## src/rtl/cpu_sram_arbiter.sv

```systemverilog
// Round-robin arbiter merging the CPU instruction-fetch and data-access request streams
// onto one single-port memory bus, with one transaction outstanding at a time.
module cpu_sram_arbiter #(
    parameter int TIMEOUT = 256
) (
    input  logic        clk,
    input  logic        resetn,
    input  logic        cancel,

    input  logic        inst_req,
    input  logic [31:0] inst_addr,
    output logic        inst_addr_ok,
    output logic        inst_data_ok,
    output logic [31:0] inst_rdata,

    input  logic        data_req,
    input  logic [3:0]  data_wen,
    input  logic [31:0] data_addr,
    input  logic [31:0] data_wdata,
    output logic        data_addr_ok,
    output logic        data_data_ok,
    output logic [31:0] data_rdata,

    output logic        mem_req,
    output logic        mem_wr,
    output logic [3:0]  mem_wstrb,
    output logic [31:0] mem_addr,
    output logic [31:0] mem_wdata,
    input  logic        mem_addr_ok,
    input  logic        mem_data_ok,
    input  logic [31:0] mem_rdata,

    output logic        err_timeout
);

    // state  | meaning
    // S_IDLE | no transaction; arbitrate and grant one master
    // S_REQ  | mem_req held with latched fields until mem_addr_ok
    // S_WAIT | request accepted, waiting for mem_data_ok; timeout counter runs
    // S_RESP | owner's data_ok pulse (fetch pulse dropped if cancelled)

    localparam int             CW     = $clog2(TIMEOUT) + 1;
    localparam logic [CW-1:0] TO_VAL = CW'(TIMEOUT);

    typedef enum logic [1:0] {
        S_IDLE = 2'd0,
        S_REQ  = 2'd1,
        S_WAIT = 2'd2,
        S_RESP = 2'd3
    } state_t;

    state_t        state;
    logic          owner_data;
    logic          last_data;
    logic          cancelled;
    logic [31:0]   lat_addr;
    logic [31:0]   lat_wdata;
    logic [3:0]    lat_wen;
    logic [CW-1:0] wait_cnt;

    logic inst_eligible;
    logic grant_data;
    logic grant_inst;
    logic cancel_hit;

    // A fetch being flushed this cycle is not eligible, so a pending data request wins outright.
    assign inst_eligible = inst_req & ~cancel;
    assign grant_data    = (state == S_IDLE) & data_req & (~inst_eligible | ~last_data);
    assign grant_inst    = (state == S_IDLE) & inst_eligible & ~grant_data;
    assign cancel_hit    = cancel & ~owner_data & (state != S_IDLE);

    assign inst_addr_ok  = grant_inst;
    assign data_addr_ok  = grant_data;

    assign mem_req       = (state == S_REQ);
    assign mem_wr        = |lat_wen;
    assign mem_wstrb     = lat_wen;
    assign mem_addr      = lat_addr;
    assign mem_wdata     = lat_wdata;

    assign inst_data_ok  = (state == S_RESP) & ~owner_data & ~cancelled;
    assign data_data_ok  = (state == S_RESP) & owner_data;

    always_ff @(posedge clk or negedge resetn) begin
        if (!resetn) begin
            state       <= S_IDLE;
            owner_data  <= 1'b0;
            last_data   <= 1'b0;
            cancelled   <= 1'b0;
            lat_addr    <= '0;
            lat_wdata   <= '0;
            lat_wen     <= '0;
            wait_cnt    <= '0;
            err_timeout <= 1'b0;
            inst_rdata  <= '0;
            data_rdata  <= '0;
        end else begin
            case (state)
                S_IDLE: begin
                    cancelled <= 1'b0;
                    wait_cnt  <= '0;
                    if (grant_data) begin
                        lat_addr   <= data_addr;
                        lat_wdata  <= data_wdata;
                        lat_wen    <= data_wen;
                        owner_data <= 1'b1;
                        last_data  <= 1'b1;
                        state      <= S_REQ;
                    end else if (grant_inst) begin
                        lat_addr   <= inst_addr;
                        lat_wdata  <= '0;
                        lat_wen    <= '0;
                        owner_data <= 1'b0;
                        last_data  <= 1'b0;
                        state      <= S_REQ;
                    end
                end

                S_REQ: begin
                    if (cancel_hit)
                        cancelled <= 1'b1;
                    if (mem_addr_ok) begin
                        if (mem_data_ok) begin
                            if (owner_data)
                                data_rdata <= mem_rdata;
                            else
                                inst_rdata <= mem_rdata;
                            state <= S_RESP;
                        end else begin
                            state <= S_WAIT;
                        end
                    end
                end

                S_WAIT: begin
                    if (cancel_hit)
                        cancelled <= 1'b1;
                    if (mem_data_ok) begin
                        if (owner_data)
                            data_rdata <= mem_rdata;
                        else
                            inst_rdata <= mem_rdata;
                        state <= S_RESP;
                    end else if (wait_cnt != TO_VAL) begin
                        // Counter saturates at TIMEOUT; the flag stays sticky until reset.
                        wait_cnt <= wait_cnt + CW'(1);
                        if ((wait_cnt + CW'(1)) == TO_VAL)
                            err_timeout <= 1'b1;
                    end
                end

                S_RESP: begin
                    cancelled <= 1'b0;
                    state     <= S_IDLE;
                end

                default: state <= S_IDLE;
            endcase
        end
    end

endmodule
```

## config.mk

```make
export PLATFORM = sky130hd
export DESIGN_NAME = cpu_sram_arbiter
export DESIGN_NICKNAME = d
export VERILOG_FILES = /design/src/rtl/cpu_sram_arbiter.sv
export SDC_FILE = /design/constraint.sdc
export NUM_CORES = 1
export LEC_CHECK = 0
export ABC_AREA = 0
export CAP_MARGIN = 5
export CORE_ASPECT_RATIO = 1.4
export CORE_MARGIN = 3
export CORE_UTILIZATION = 35
export CTS_BUF_LIST = sky130_fd_sc_hd__clkbuf_8
export CTS_CLUSTER_SIZE = 24
export DETAILED_ROUTE_END_ITERATION = 8
export PLACE_DENSITY = 0.71
export SYNTH_ARGS = -nofsm -noshare
export SYNTH_HDL_FRONTEND = slang
export SYNTH_SLANG_ARGS = --single-unit
```

## constraint.sdc

```tcl
create_clock -name clk -period 2.4 [get_ports clk]
set_input_delay 0.6 -clock clk [delete_from_list [all_inputs] [get_ports clk]]
set_output_delay 0.6 -clock clk [all_outputs]
set_load 0.05 [all_outputs]
```

# Word level (Yosys, flattened, before mapping)
# Index checks and enable logic that the tools add are counted.
[classes]
div = 0
bitwise_logic = 17
shifts = 0
n_lt_le_gt_ge = 0
n_addsub = 1
mul = 0
mux = 27
n_reduce_logical = 13
n_eq_ne = 11
[op_table]
columns = ["op", "count"]
rows = [
  ["$mux W32", 10],
  ["$pmux W32 S2", 2],
  ["$mux W9", 2],
  ["$pmux W9 S2", 1],
  ["$and A1 B1 Y1", 10],
  ["$add A9 B1 Y9 const B", 1],
  ["$eq A9 B9 Y1 const B", 1],
  ["$ne A9 B9 Y1 const B", 1],
  ["$mux W2", 4],
  ["$mux W4", 2],
  ["$pmux W2 S4", 1],
  ["$reduce_bool A2 Y1", 4],
  ["$ne A2 B2 Y1 const B", 3],
  ["$not A1 Y1", 6],
  ["$reduce_and A3 Y1", 2],
  ["$eq A2 B2 Y1 const B", 2],
  ["$mux W1", 4],
  ["$ne A2 B1 Y1 const B", 2],
  ["$reduce_and A2 Y1", 2],
  ["$reduce_and A4 Y1", 1],
  ["$reduce_or A2 Y1", 2],
  ["$reduce_or A4 Y1", 1],
  ["$ne A3 B3 Y1 const B", 1],
  ["$eq A2 B1 Y1 const B", 1],
  ["3 further kinds", 3],
]
[totals]
reg_bits = 146
ram_bits = 0
mem_count = 0
wordCells = 79
output_inout_bits = 139
rom_bits = 0
latchBits = 0
in_bits = 139

# Depth between registers and ports, before layout
# Gate-level depths: netlist of the first run.
[logic_depth]
word_depth = 10
depth_mapped = 8
mapped_depth_nobuf = 6

# Least setup slack after synthesis of the first run
# Ideal clock, no wire load.
[synth_path]
path_kind = "register to output"
start = "reg state[0]"
end = "out inst_addr_ok"
arrival_time_ns = 2.279
path_slack_ns = -0.479
path_stages_with_launch = 8
path_buffers = 2
required_ns = 1.800
cell_sequence = "dfrtp_1 > inv_1 > ha_1 > clkbuf_1 > nand2_1 > a21oi_1 > clkbuf_1 > nor2_1"
[synth_between]
elab_chain_cells = 5
elab_cells_between_ends = 6
[synth_lines]
columns = ["element", "line_no", "text"]
rows = [
  ["start: declaration", "52", "state_t state;"],
  ["start signal: assignment", "86", "state <= S_IDLE;"],
  ["start signal: assignment", "108", "state <= S_REQ;"],
  ["start signal: assignment", "115", "state <= S_REQ;"],
  ["$logic_not A2 Y1", "68", "assign grant_data = (state == S_IDLE) & data_req & (~inst_eligible | ~last_data);"],
  ["$and A1 B1 Y1 (2 in a row)", "68", ""],
  ["via data_addr_ok", "20", "output logic data_addr_ok,"],
  ["$not A1 Y1", "69", "assign grant_inst = (state == S_IDLE) & inst_eligible & ~grant_data;"],
  ["$and A1 B1 Y1", "69", ""],
  ["end: declaration", "12", "output logic inst_addr_ok,"],
]
# The timed path passes the listed nets, and every way through them passes these cells.

# Worst setup path in the final report of the first run
[layout_path]
start = "in cancel"
end = "out inst_addr_ok"
[layout_between]
elab_chain_cells = 7
elab_cells_between_ends = 8
[layout_lines]
columns = ["element", "line_no", "text"]
rows = [
  ["start: declaration", "8", "input logic cancel,"],
  ["$not A1 Y1 (*)", "67", "assign inst_eligible = inst_req & ~cancel;"],
  ["$and A1 B1 Y1 (*)", "67", ""],
  ["$not A1 Y1", "68", ""],
  ["$or A1 B1 Y1", "68", ""],
  ["$and A1 B1 Y1", "68", ""],
  ["$not A1 Y1", "69", ""],
  ["$and A1 B1 Y1 (*)", "69", ""],
]
# Every way passes the cells marked *; elsewhere a longest branch is shown, timed or not.

==> report_table.html, run 1 <==
<table>
<tr><th>Metric</th><th>Value</th></tr>
<tr><th colspan="2">Outcome</th></tr>
<tr><td>Status</td><td>completed</td></tr>
<tr><th colspan="2">Route</th></tr>
<tr><td>DR pass1 iterations</td><td>4</td></tr>
<tr><td>Routed Wire Length</td><td>18220 um</td></tr>
<tr><td>Wirelength per Cell</td><td>between 15 and 20 um</td></tr>
<tr><td>Antenna Nets Post-Route</td><td>0</td></tr>
<tr><td>Total number of vias</td><td>between 4000 and 5000</td></tr>
<tr><td>Number of DRC violations after detailed routing</td><td>0</td></tr>
<tr><td>Vias per cell</td><td>4.986</td></tr>
<tr><td>Detailed router's first-iteration violation count</td><td>about 290</td></tr>
<tr><th colspan="2">Floorplanning</th></tr>
<tr><td>Core ar.</td><td>roughly 17000 um2</td></tr>
<tr><td>Placement Rows</td><td>56</td></tr>
<tr><td>Total die area</td><td>~19000 um2</td></tr>
<tr><td>Number of top-level pins</td><td>between 200 and 300</td></tr>
<tr><td>Horizontal extent of the die</td><td>approximately 120 um</td></tr>
<tr><td>Overall die height</td><td>around 160 um</td></tr>
<tr><td>Effective utilization at floorplan</td><td>0.3570</td></tr>
<tr><th colspan="2">Power</th></tr>
<tr><td>Proportion of power drawn by combinational gates</td><td>0.588</td></tr>
<tr><td>Worst voltage drop across the vdd grid</td><td>0.0008581 V</td></tr>
<tr><td>Power share of the clock group</td><td>0.132</td></tr>
<tr><td>Leak pwr</td><td>slightly above 0.004 uW</td></tr>
<tr><td>P per Cell Area</td><td>about 1600 nW/um2</td></tr>
<tr><td>Portion of total power attributed to sequential cells</td><td>0.280</td></tr>
<tr><td>Power Internal</td><td>approximately 7900 uW</td></tr>
<tr><td>Switching portion of total power</td><td>0.4784</td></tr>
<tr><td>Sw power</td><td>roughly 7000 uW</td></tr>
<tr><th colspan="2">Synth</th></tr>
<tr><td>Register area share after synthesis</td><td>0.6086</td></tr>
<tr><td>Share of the synthesized area in the top cell type</td><td>0.6086</td></tr>
<tr><td>Post-synthesis area per instance</td><td>~13 um2</td></tr>
<tr><td>Yosys Warn Count</td><td>0</td></tr>
<tr><td>Library cells used by synthesis</td><td>44</td></tr>
<tr><td>Leading register cell type out of synthesis</td><td>sky130_fd_sc_hd__dfrtp_1</td></tr>
<tr><td>Number of flops mapped to enable cells by yosys</td><td>0</td></tr>
<tr><td>Number of flip-flops and latches in the synthesized netlist</td><td>146</td></tr>
<tr><td>Synth area leader</td><td>sky130_fd_sc_hd__dfrtp_1</td></tr>
<tr><td>Post-synthesis instance area</td><td>6003 um2</td></tr>
<tr><td>Ranking of synthesized cells by area</td><td>sky130_fd_sc_hd__dfrtp_1, sky130_fd_sc_hd__mux2_2, sky130_fd_sc_hd__a22o_1</td></tr>
<tr><td>Synthesized netlist cell count</td><td>455</td></tr>
<tr><td>Share of flip-flops with an asynchronous set or reset after synthesis</td><td>1.000</td></tr>
<tr><td>Number of nets produced by synthesis</td><td>600</td></tr>
<tr><th colspan="2">Critical path</th></tr>
<tr><td>Cells along the critical path</td><td>clkdlybuf4s50_1 &gt; nor2b_4 &gt; a21oi_4 &gt; nor2_4 &gt; buf_12</td></tr>
<tr><td>Crit-path max cell delay</td><td>0.46 ns</td></tr>
<tr><td>Element type at the critical path start</td><td>input port</td></tr>
<tr><td>Critical Path RT</td><td>roughly 1.8 ns</td></tr>
<tr><td>CP Capture Type</td><td>output pin</td></tr>
<tr><td>Bufs and invs on worst path</td><td>2</td></tr>
<tr><td>Kind of cell adding the most delay to the critical path</td><td>buffers and inverters</td></tr>
<tr><td>Critical path class</td><td>in2out</td></tr>
<tr><td>Arrival time at the worst endpoint</td><td>~1.7 ns</td></tr>
<tr><td>CP max-delay cell</td><td>sky130_fd_sc_hd__clkdlybuf4s50_1</td></tr>
<tr><td>CP Max Fanout</td><td>4</td></tr>
<tr><th colspan="2">Final layout</th></tr>
<tr><td>Multi-input gate area</td><td>between 2000 and 2500 um2</td></tr>
<tr><td>Share of post-route cells with drive strength above 1</td><td>0.1825</td></tr>
<tr><td>Area growth, synth to finish</td><td>60.25%</td></tr>
<tr><td>Highest-count cells in the layout ignoring fill and taps</td><td>sky130_fd_sc_hd__clkdlybuf4s50_1, sky130_fd_sc_hd__dfrtp_1, sky130_fd_sc_hd__mux2_2</td></tr>
<tr><td>Most common cell after layout, fill and taps aside</td><td>sky130_fd_sc_hd__clkdlybuf4s50_1</td></tr>
<tr><td>Cell area after layout</td><td>9620 um2</td></tr>
<tr><td>Nets</td><td>slightly below 900</td></tr>
<tr><td>Fill cells</td><td>between 1000 and 1500</td></tr>
<tr><td>Antenna Diode Count</td><td>0</td></tr>
<tr><td>Sequential cell area</td><td>3654 um2</td></tr>
<tr><th colspan="2">STA</th></tr>
<tr><td>Ratio of final minimum period to clock period</td><td>0.9611</td></tr>
<tr><td>Max frequency</td><td>roughly 0.43 GHz</td></tr>
<tr><td>Number of failing hold endpoints at the final stage</td><td>0</td></tr>
<tr><td>Worst rel slew slack</td><td>0.5807</td></tr>
<tr><td>Count of final max-slew check failures</td><td>0</td></tr>
<tr><td>Final worst clock skew</td><td>between 0.01 and 0.015 ns</td></tr>
<tr><td>Count of final setup violators</td><td>0</td></tr>
<tr><td>Sum Neg Setup Slack</td><td>0 ns</td></tr>
<tr><td>Slew at the pin with the worst max-slew slack</td><td>0.6268 ns</td></tr>
<tr><td>Setup repair after global routing missed its margin</td><td>false</td></tr>
<tr><td>Final critical path time including I/O delays and setup</td><td>2.307 ns</td></tr>
<tr><th colspan="2">Clocking</th></tr>
<tr><td>Hold buffer count at cts</td><td>0</td></tr>
<tr><td>Total clock buffers created by CTS</td><td>17</td></tr>
<tr><td>Clock transition at the registers of the reported paths</td><td>about 0.080 ns</td></tr>
<tr><td>Clock tree from TritonCTS</td><td>built</td></tr>
<tr><td>Clock latency on the worst-skew pair</td><td>roughly 0.44 ns</td></tr>
<tr><td>Library cell used as clock root buffer</td><td>sky130_fd_sc_hd__clkbuf_8</td></tr>
<tr><td>Max clock buf depth</td><td>2</td></tr>
<tr><td>Count of H-tree levels built during CTS</td><td>4</td></tr>
<tr><td>Number of clock sinks</td><td>146</td></tr>
<tr><th colspan="2">Placed design</th></tr>
<tr><td>Number of buffers added on ports</td><td>between 200 and 300</td></tr>
<tr><td>Final weighted congestion in routability-driven placement</td><td>about 0.8</td></tr>
<tr><td>DP Wirelength</td><td>13710 um</td></tr>
<tr><td>Placed cell area</td><td>a little over 9000 um2</td></tr>
<tr><th colspan="2">Global routing</th></tr>
<tr><td>Number of antenna violations at the first check in global routing</td><td>0</td></tr>
<tr><td>Pin count of the biggest net entering global routing</td><td>a little over 100</td></tr>
<tr><td>Overall global routing resource usage</td><td>0.1940</td></tr>
<tr><td>Remaining global-route overflow</td><td>0</td></tr>
<tr><td>Vias in the first global route</td><td>~5300</td></tr>
<tr><td>First-pass GRT wire length</td><td>27870 um</td></tr>
<tr><th colspan="2">Run</th></tr>
<tr><td>Count of maximum capacitance violations</td><td>0</td></tr>
<tr><th colspan="2">Min path</th></tr>
<tr><td>Hold crit path type</td><td>in2async</td></tr>
</table>
-- logic make-up after synthesis --
| group | after synthesis | synth area share |
|---|---|---|
| adders and majority gates | 6 | 0.01250 |
| AOI/OAI and AO/OA | 92 | 0.1100 |
| DFF | 146 | 0.6086 |
| and+or+nand+nor | 78 | 0.06399 |
| buffers and inverters | 34 | 0.02626 |
| xor gates and xnor gates | 1 | 0.001459 |
| muxes | 98 | 0.1772 |
-- power by group through the flow --
stage	Clock, uW	Combinational (uW)	Sequential (uW)
CTS	2070	8890	4230
detailed placement	0	8860	4240
finish	1990	8850	4220
global route	2160	9210	4350
floorplan	0	1960	7830
global placement	0	8700	4200
-- through the flow --
stage	instances	hold WS, ns	setup slack (ns)	power, uW	utilization
2_1_floorplan	455	0.3044	0.02037	9784	-
3_3_place_gp	925	0.4622	-0.002186	12910	0.5449
3_5_place_dp	925	0.4691	-0.01679	13100	0.5449
4_1_cts	957	0.06049	-0.02442	15180	0.5701
5_1_grt	959	0.07233	0.007590	15730	0.5721
6_report	959	0.07846	0.09341	15060	0.5721
-- flip-flops by register name, indices dropped and copies added (netlist names) --
name,flops
data_rdata,32
inst_rdata,32
mem_addr,32
mem_wdata,32
wait_cnt,9
mem_wstrb,4
state,2
cancelled,1
err_timeout,1
last_data,1
-- routing by layer --
layer	vias up	routed length, um	global-route usage	part of all wire
met5	-	0	0	0
met4	0	905	0.1080	0.050
met3	56	928	0.04975	0.051
met2	185	9886	0.3389	0.54
met1	2332	6494	0.2081	0.36
li1	2209	-	-	-
-- layout make-up --
cell class | instances | area share
sequential | 146 | 0.3798
tap | 203 | 0.02640
clock buffer | 18 | 0.02575
clock inverter | 14 | 0.01704
inverter | 6 | 0.002341
multi-input combinational | 275 | 0.2345
timing repair buffer | 297 | 0.3142
-- worst register-to-register path, cell delays in order (launching register included) --
cell and delay, ns:
sky130_fd_sc_hd__dfrtp_1 0.45, sky130_fd_sc_hd__or4_4 0.57, sky130_fd_sc_hd__o41ai_4 0.54, sky130_fd_sc_hd__nor3_1 0.13, sky130_fd_sc_hd__a211o_1 0.31
-- what timing repair did --
item / CTS / global route
pin swaps: 0 / 2
setup endpoints to repair: 3 / 7
resized for setup: 4 / 4
buffers inserted: 0 / 3
-- final timing paths --
kind                                   from             end  slack, ns  depth (start not counted)
worst max register to register  wait_cnt[4]     wait_cnt[4]       0.28                          4
worst max-delay path                 cancel    inst_addr_ok       0.09                          5
worst min register to register  err_timeout     err_timeout       0.48                          1
max in group asynchronous            resetn   inst_rdata[2]       1.66                          2
min in group clk                err_timeout     err_timeout       0.48                          1
worst min-delay path                 resetn  data_rdata[22]       0.08                          1
-- cell usage after synthesis, drive strengths merged, types with 2 or more instances --
master and n:
dfrtp 146, mux2 66, nand2 42, a22o 37, o21ai 35, mux2i 32, clkbuf 17, buf 11
ha 6, inv 6, a21oi 5, nand3 5, nor2 5, a211o 4, nor3b 4, a21o 3
and2 3, and3 3, nand4 3, nor3 3, nand2b 2, nor2b 2, or4 2
Note: power is estimated with default switching activity, not from simulation.
==> inputs of run 2 (changes only) <==
SETUP_SLACK_MARGIN = 0.05   (was unset)
==> run 2 against run 1 <==
Compared with the run above: combinational power about the same; critical path depth down 4; first-iteration DRC count down 25%; register-to-register slack better by 0.06 ns; critical endpoint is now mem_wstrb[1]; cell count up 0.21%; hold slack better by 0.025 ns; sequential share of layout area down 0.094 points.
==> report_table.html, run 2 (synthesis gave the netlist of run 1 again) <==
<table>
<tr><th>Metric</th><th>Value</th></tr>
<tr><th colspan="2">Global routing</th></tr>
<tr><td>Overall global routing resource usage</td><td>0.1939 (about the same)</td></tr>
<tr><td>First-pass GRT wire length</td><td>27850 um (about the same)</td></tr>
<tr><td>Number of antenna violations at the first check in global routing</td><td>0 (unchanged)</td></tr>
<tr><td>Vias in the first global route</td><td>5121 (-3.5%)</td></tr>
<tr><td>Pin count of the biggest net entering global routing</td><td>56 (-45%)</td></tr>
<tr><td>Remaining global-route overflow</td><td>0 (unchanged)</td></tr>
<tr><td>Most used routing layer in global routing</td><td>met2</td></tr>
<tr><td>Met2 usage</td><td>0.3534 (+0.01450)</td></tr>
<tr><td>Met3 usage in global routing</td><td>0.04335 (-0.006408)</td></tr>
<tr><td>Met1 Track Usage GR</td><td>0.2168 (+0.008684)</td></tr>
<tr><th colspan="2">Power</th></tr>
<tr><td>Portion of total power attributed to sequential cells</td><td>0.282 (+0.002)</td></tr>
<tr><td>P per Cell Area</td><td>1559 nW/um2 (-0.35%)</td></tr>
<tr><td>Power Internal</td><td>7797 uW (-0.73%)</td></tr>
<tr><td>Worst voltage drop across the vdd grid</td><td>0.001018 V (+19%)</td></tr>
<tr><td>Proportion of power drawn by combinational gates</td><td>0.588 (about the same)</td></tr>
<tr><td>Sw power</td><td>7243 uW (+0.57%)</td></tr>
<tr><td>Power share of the clock group</td><td>0.130 (-0.002)</td></tr>
<tr><td>Leak pwr</td><td>0.004175 uW (+0.93%)</td></tr>
<tr><td>Switching portion of total power</td><td>0.4816 (+0.003225)</td></tr>
<tr><th colspan="2">Floorplanning</th></tr>
<tr><td>Number of top-level pins</td><td>278 (unchanged)</td></tr>
<tr><td>Horizontal extent of the die</td><td>116.7 um (unchanged)</td></tr>
<tr><td>Effective utilization at floorplan</td><td>0.3570 (unchanged)</td></tr>
<tr><td>Core ar.</td><td>16820 um2 (unchanged)</td></tr>
<tr><td>Total die area</td><td>18780 um2 (unchanged)</td></tr>
<tr><td>Overall die height</td><td>161.0 um (unchanged)</td></tr>
<tr><td>Placement Rows</td><td>56 (unchanged)</td></tr>
<tr><th colspan="2">Min path</th></tr>
<tr><td>Hold crit path type</td><td>in2async</td></tr>
<tr><th colspan="2">Route</th></tr>
<tr><td>Wirelength per Cell</td><td>18.74 um (-1.3%)</td></tr>
<tr><td>DR pass1 iterations</td><td>5 (+1)</td></tr>
<tr><td>Vias per cell</td><td>4.911 (-1.5%)</td></tr>
<tr><td>Total number of vias</td><td>4719 (-1.3%)</td></tr>
<tr><td>Number of DRC violations after detailed routing</td><td>0 (unchanged)</td></tr>
<tr><td>Detailed router's first-iteration violation count</td><td>215 (-25%)</td></tr>
<tr><td>Antenna Nets Post-Route</td><td>0 (unchanged)</td></tr>
<tr><td>Routed Wire Length</td><td>18010 um (-1.1%)</td></tr>
<tr><th colspan="2">STA</th></tr>
<tr><td>Number of failing hold endpoints at the final stage</td><td>0 (unchanged)</td></tr>
<tr><td>Setup repair after global routing missed its margin</td><td>false</td></tr>
<tr><td>Final critical path time including I/O delays and setup</td><td>2.284 ns (-0.02231 ns)</td></tr>
<tr><td>Slew at the pin with the worst max-slew slack</td><td>0.6134 ns (-0.01340 ns)</td></tr>
<tr><td>Count of final max-slew check failures</td><td>0 (unchanged)</td></tr>
<tr><td>Final worst clock skew</td><td>0.01387 ns (+0.001219 ns)</td></tr>
<tr><td>Sum Neg Setup Slack</td><td>0 ns (unchanged)</td></tr>
<tr><td>Max frequency</td><td>0.4378 GHz (+0.98%)</td></tr>
<tr><td>Worst rel slew slack</td><td>0.5897 (+0.008964)</td></tr>
<tr><td>Count of final setup violators</td><td>0 (unchanged)</td></tr>
<tr><td>Ratio of final minimum period to clock period</td><td>0.9518 (-0.009297)</td></tr>
<tr><th colspan="2">Clocking</th></tr>
<tr><td>Count of H-tree levels built during CTS</td><td>4 (unchanged)</td></tr>
<tr><td>Number of clock sinks</td><td>146 (unchanged)</td></tr>
<tr><td>Library cell used as clock root buffer</td><td>sky130_fd_sc_hd__clkbuf_8</td></tr>
<tr><td>Max clock buf depth</td><td>2 (unchanged)</td></tr>
<tr><td>Clock transition at the registers of the reported paths</td><td>0.09 ns (about the same)</td></tr>
<tr><td>Hold buffer count at cts</td><td>0 (unchanged)</td></tr>
<tr><td>Clock latency on the worst-skew pair</td><td>0.44 ns (about the same)</td></tr>
<tr><td>Clock tree from TritonCTS</td><td>built</td></tr>
<tr><td>Total clock buffers created by CTS</td><td>17 (unchanged)</td></tr>
<tr><th colspan="2">Critical path</th></tr>
<tr><td>Bufs and invs on worst path</td><td>1 (-1)</td></tr>
<tr><td>Element type at the critical path start</td><td>flip-flop</td></tr>
<tr><td>Critical Path RT</td><td>1.80 ns (about the same)</td></tr>
<tr><td>Cells along the critical path</td><td>clkdlybuf4s50_1</td></tr>
<tr><td>CP max-delay cell</td><td>sky130_fd_sc_hd__clkdlybuf4s50_1</td></tr>
<tr><td>CP Max Fanout</td><td>3 (-1)</td></tr>
<tr><td>Arrival time at the worst endpoint</td><td>1.68 ns (-0.03 ns)</td></tr>
<tr><td>Crit-path max cell delay</td><td>0.86 ns (+0.40 ns)</td></tr>
<tr><td>CP Capture Type</td><td>output pin</td></tr>
<tr><td>Kind of cell adding the most delay to the critical path</td><td>buffers and inverters</td></tr>
<tr><td>Critical path class</td><td>reg2out</td></tr>
<tr><th colspan="2">Outcome</th></tr>
<tr><td>Status</td><td>completed</td></tr>
<tr><th colspan="2">Final layout</th></tr>
<tr><td>Fill cells</td><td>1455 (+2.2%)</td></tr>
<tr><td>Sequential cell area</td><td>3654 um2 (unchanged)</td></tr>
<tr><td>Most common cell after layout, fill and taps aside</td><td>sky130_fd_sc_hd__clkdlybuf4s50_1</td></tr>
<tr><td>Area growth, synth to finish</td><td>60.65%</td></tr>
<tr><td>Multi-input gate area</td><td>2258 um2 (+0.11%)</td></tr>
<tr><td>Antenna Diode Count</td><td>0 (unchanged)</td></tr>
<tr><td>Highest-count cells in the layout ignoring fill and taps</td><td>sky130_fd_sc_hd__clkdlybuf4s50_1, sky130_fd_sc_hd__dfrtp_1, sky130_fd_sc_hd__mux2_2</td></tr>
<tr><td>Share of post-route cells with drive strength above 1</td><td>0.1873 (+0.004795)</td></tr>
<tr><td>Nets</td><td>890 (+0.23%)</td></tr>
<tr><td>Non-filler cells in the finished layout</td><td>961 (+0.21%)</td></tr>
<tr><th colspan="2">Placed design</th></tr>
<tr><td>Number of buffers added on ports</td><td>277 (unchanged)</td></tr>
<tr><td>DP Wirelength</td><td>13650 um (-0.42%)</td></tr>
<tr><td># placed instances</td><td>925 (unchanged)</td></tr>
<tr><td>Final weighted congestion in routability-driven placement</td><td>0.8343 (+4.2%)</td></tr>
<tr><th colspan="2">Run</th></tr>
<tr><td>Count of maximum capacitance violations</td><td>0 (unchanged)</td></tr>
</table>
==> run 2: cell types whose count changed in the layout (fill, tap and decap cells not counted), moves of 2 or more <==
cell,delta
sky130_fd_sc_hd__buf_4,+2
sky130_fd_sc_hd__dlymetal6s2s_1,+2
sky130_fd_sc_hd__clkinv_4,+2
sky130_fd_sc_hd__inv_6,+2
sky130_fd_sc_hd__clkinvlp_4,-2
sky130_fd_sc_hd__clkdlybuf4s50_1,-3
sky130_fd_sc_hd__clkinv_2,-2
==> run 2: what timing repair did <==
item                                    4_1_cts  5_1_grt
gates resized for setup                       5        5
setup buffers                                 4        1
endpoints found under the setup margin        2        7
pin swaps                                     2        1
==> run 2: worst paths after layout <==
kind,start,end,slack (ns),cells after the start
worst max-delay path,mem_wstrb[1],mem_wstrb[1],0.12,1
worst min-delay path,resetn,data_rdata[12],0.10,1
worst max register to register,wait_cnt[4],wait_cnt[7],0.34,4
worst min register to register,mem_addr[5],mem_addr[5],0.48,2
max in group asynchronous,resetn,inst_rdata[6],1.61,2
min in group clk,mem_addr[5],mem_addr[5],0.48,2
==> run 2: power by group through the flow <==
stage                     sequential [uW]  clock [uW]  combinational [uW]
after detailed placement             4260           0                8830
after floorplan                      7830           0                1960
after global placement               4230           0                8700
final                                4250        1950                8840
after global routing                 4380        2130                9210
after CTS                            4250        2020                8900
==> run 2: area by class of cell <==
type	instances	area share
Multi-Input combinational cell	275	0.2342
Clock buffer	18	0.02569
Clock inverter	14	0.01609
Tap cell	203	0.02634
Timing Repair Buffer	299	0.3166
Sequential cell	146	0.3788
Inverter	6	0.002335
==> run 2: per-stage QoR <==
stage / hold slack, ns / setup WS (ns) / power (uW) / cell area, um2 / util
after floorplan: 0.3044 / 0.03539 / 9788 / 6015 / -
after global placement: 0.4632 / 0.004758 / 12940 / 9176 / 0.5457
after detailed placement: 0.4699 / -0.03647 / 13090 / 9176 / 0.5457
after CTS: 0.09811 / 0.05894 / 15160 / 9620 / 0.5721
after global routing: 0.1181 / 0.05562 / 15720 / 9644 / 0.5735
final: 0.1031 / 0.1157 / 15040 / 9644 / 0.5735
==> run 2: per-layer routing <==
| metal | up-vias | part of all wire | routed length, um |
|---|---|---|---|
| met2 | 147 | 0.56 | 10100 |
| met5 | - | 0 | 0 |
| li1 | 2212 | - | - |
| met3 | 29 | 0.038 | 683 |
| met1 | 2331 | 0.38 | 6766 |
| met4 | 0 | 0.025 | 459 |
==> run 2: worst register-to-register path: stages (launching register included) <==
cell	delay (ns)
sky130_fd_sc_hd__dfrtp_1	0.44
sky130_fd_sc_hd__or4_4	0.57
sky130_fd_sc_hd__o41ai_4	0.52
sky130_fd_sc_hd__and2_2	0.33
sky130_fd_sc_hd__a211o_1	0.14
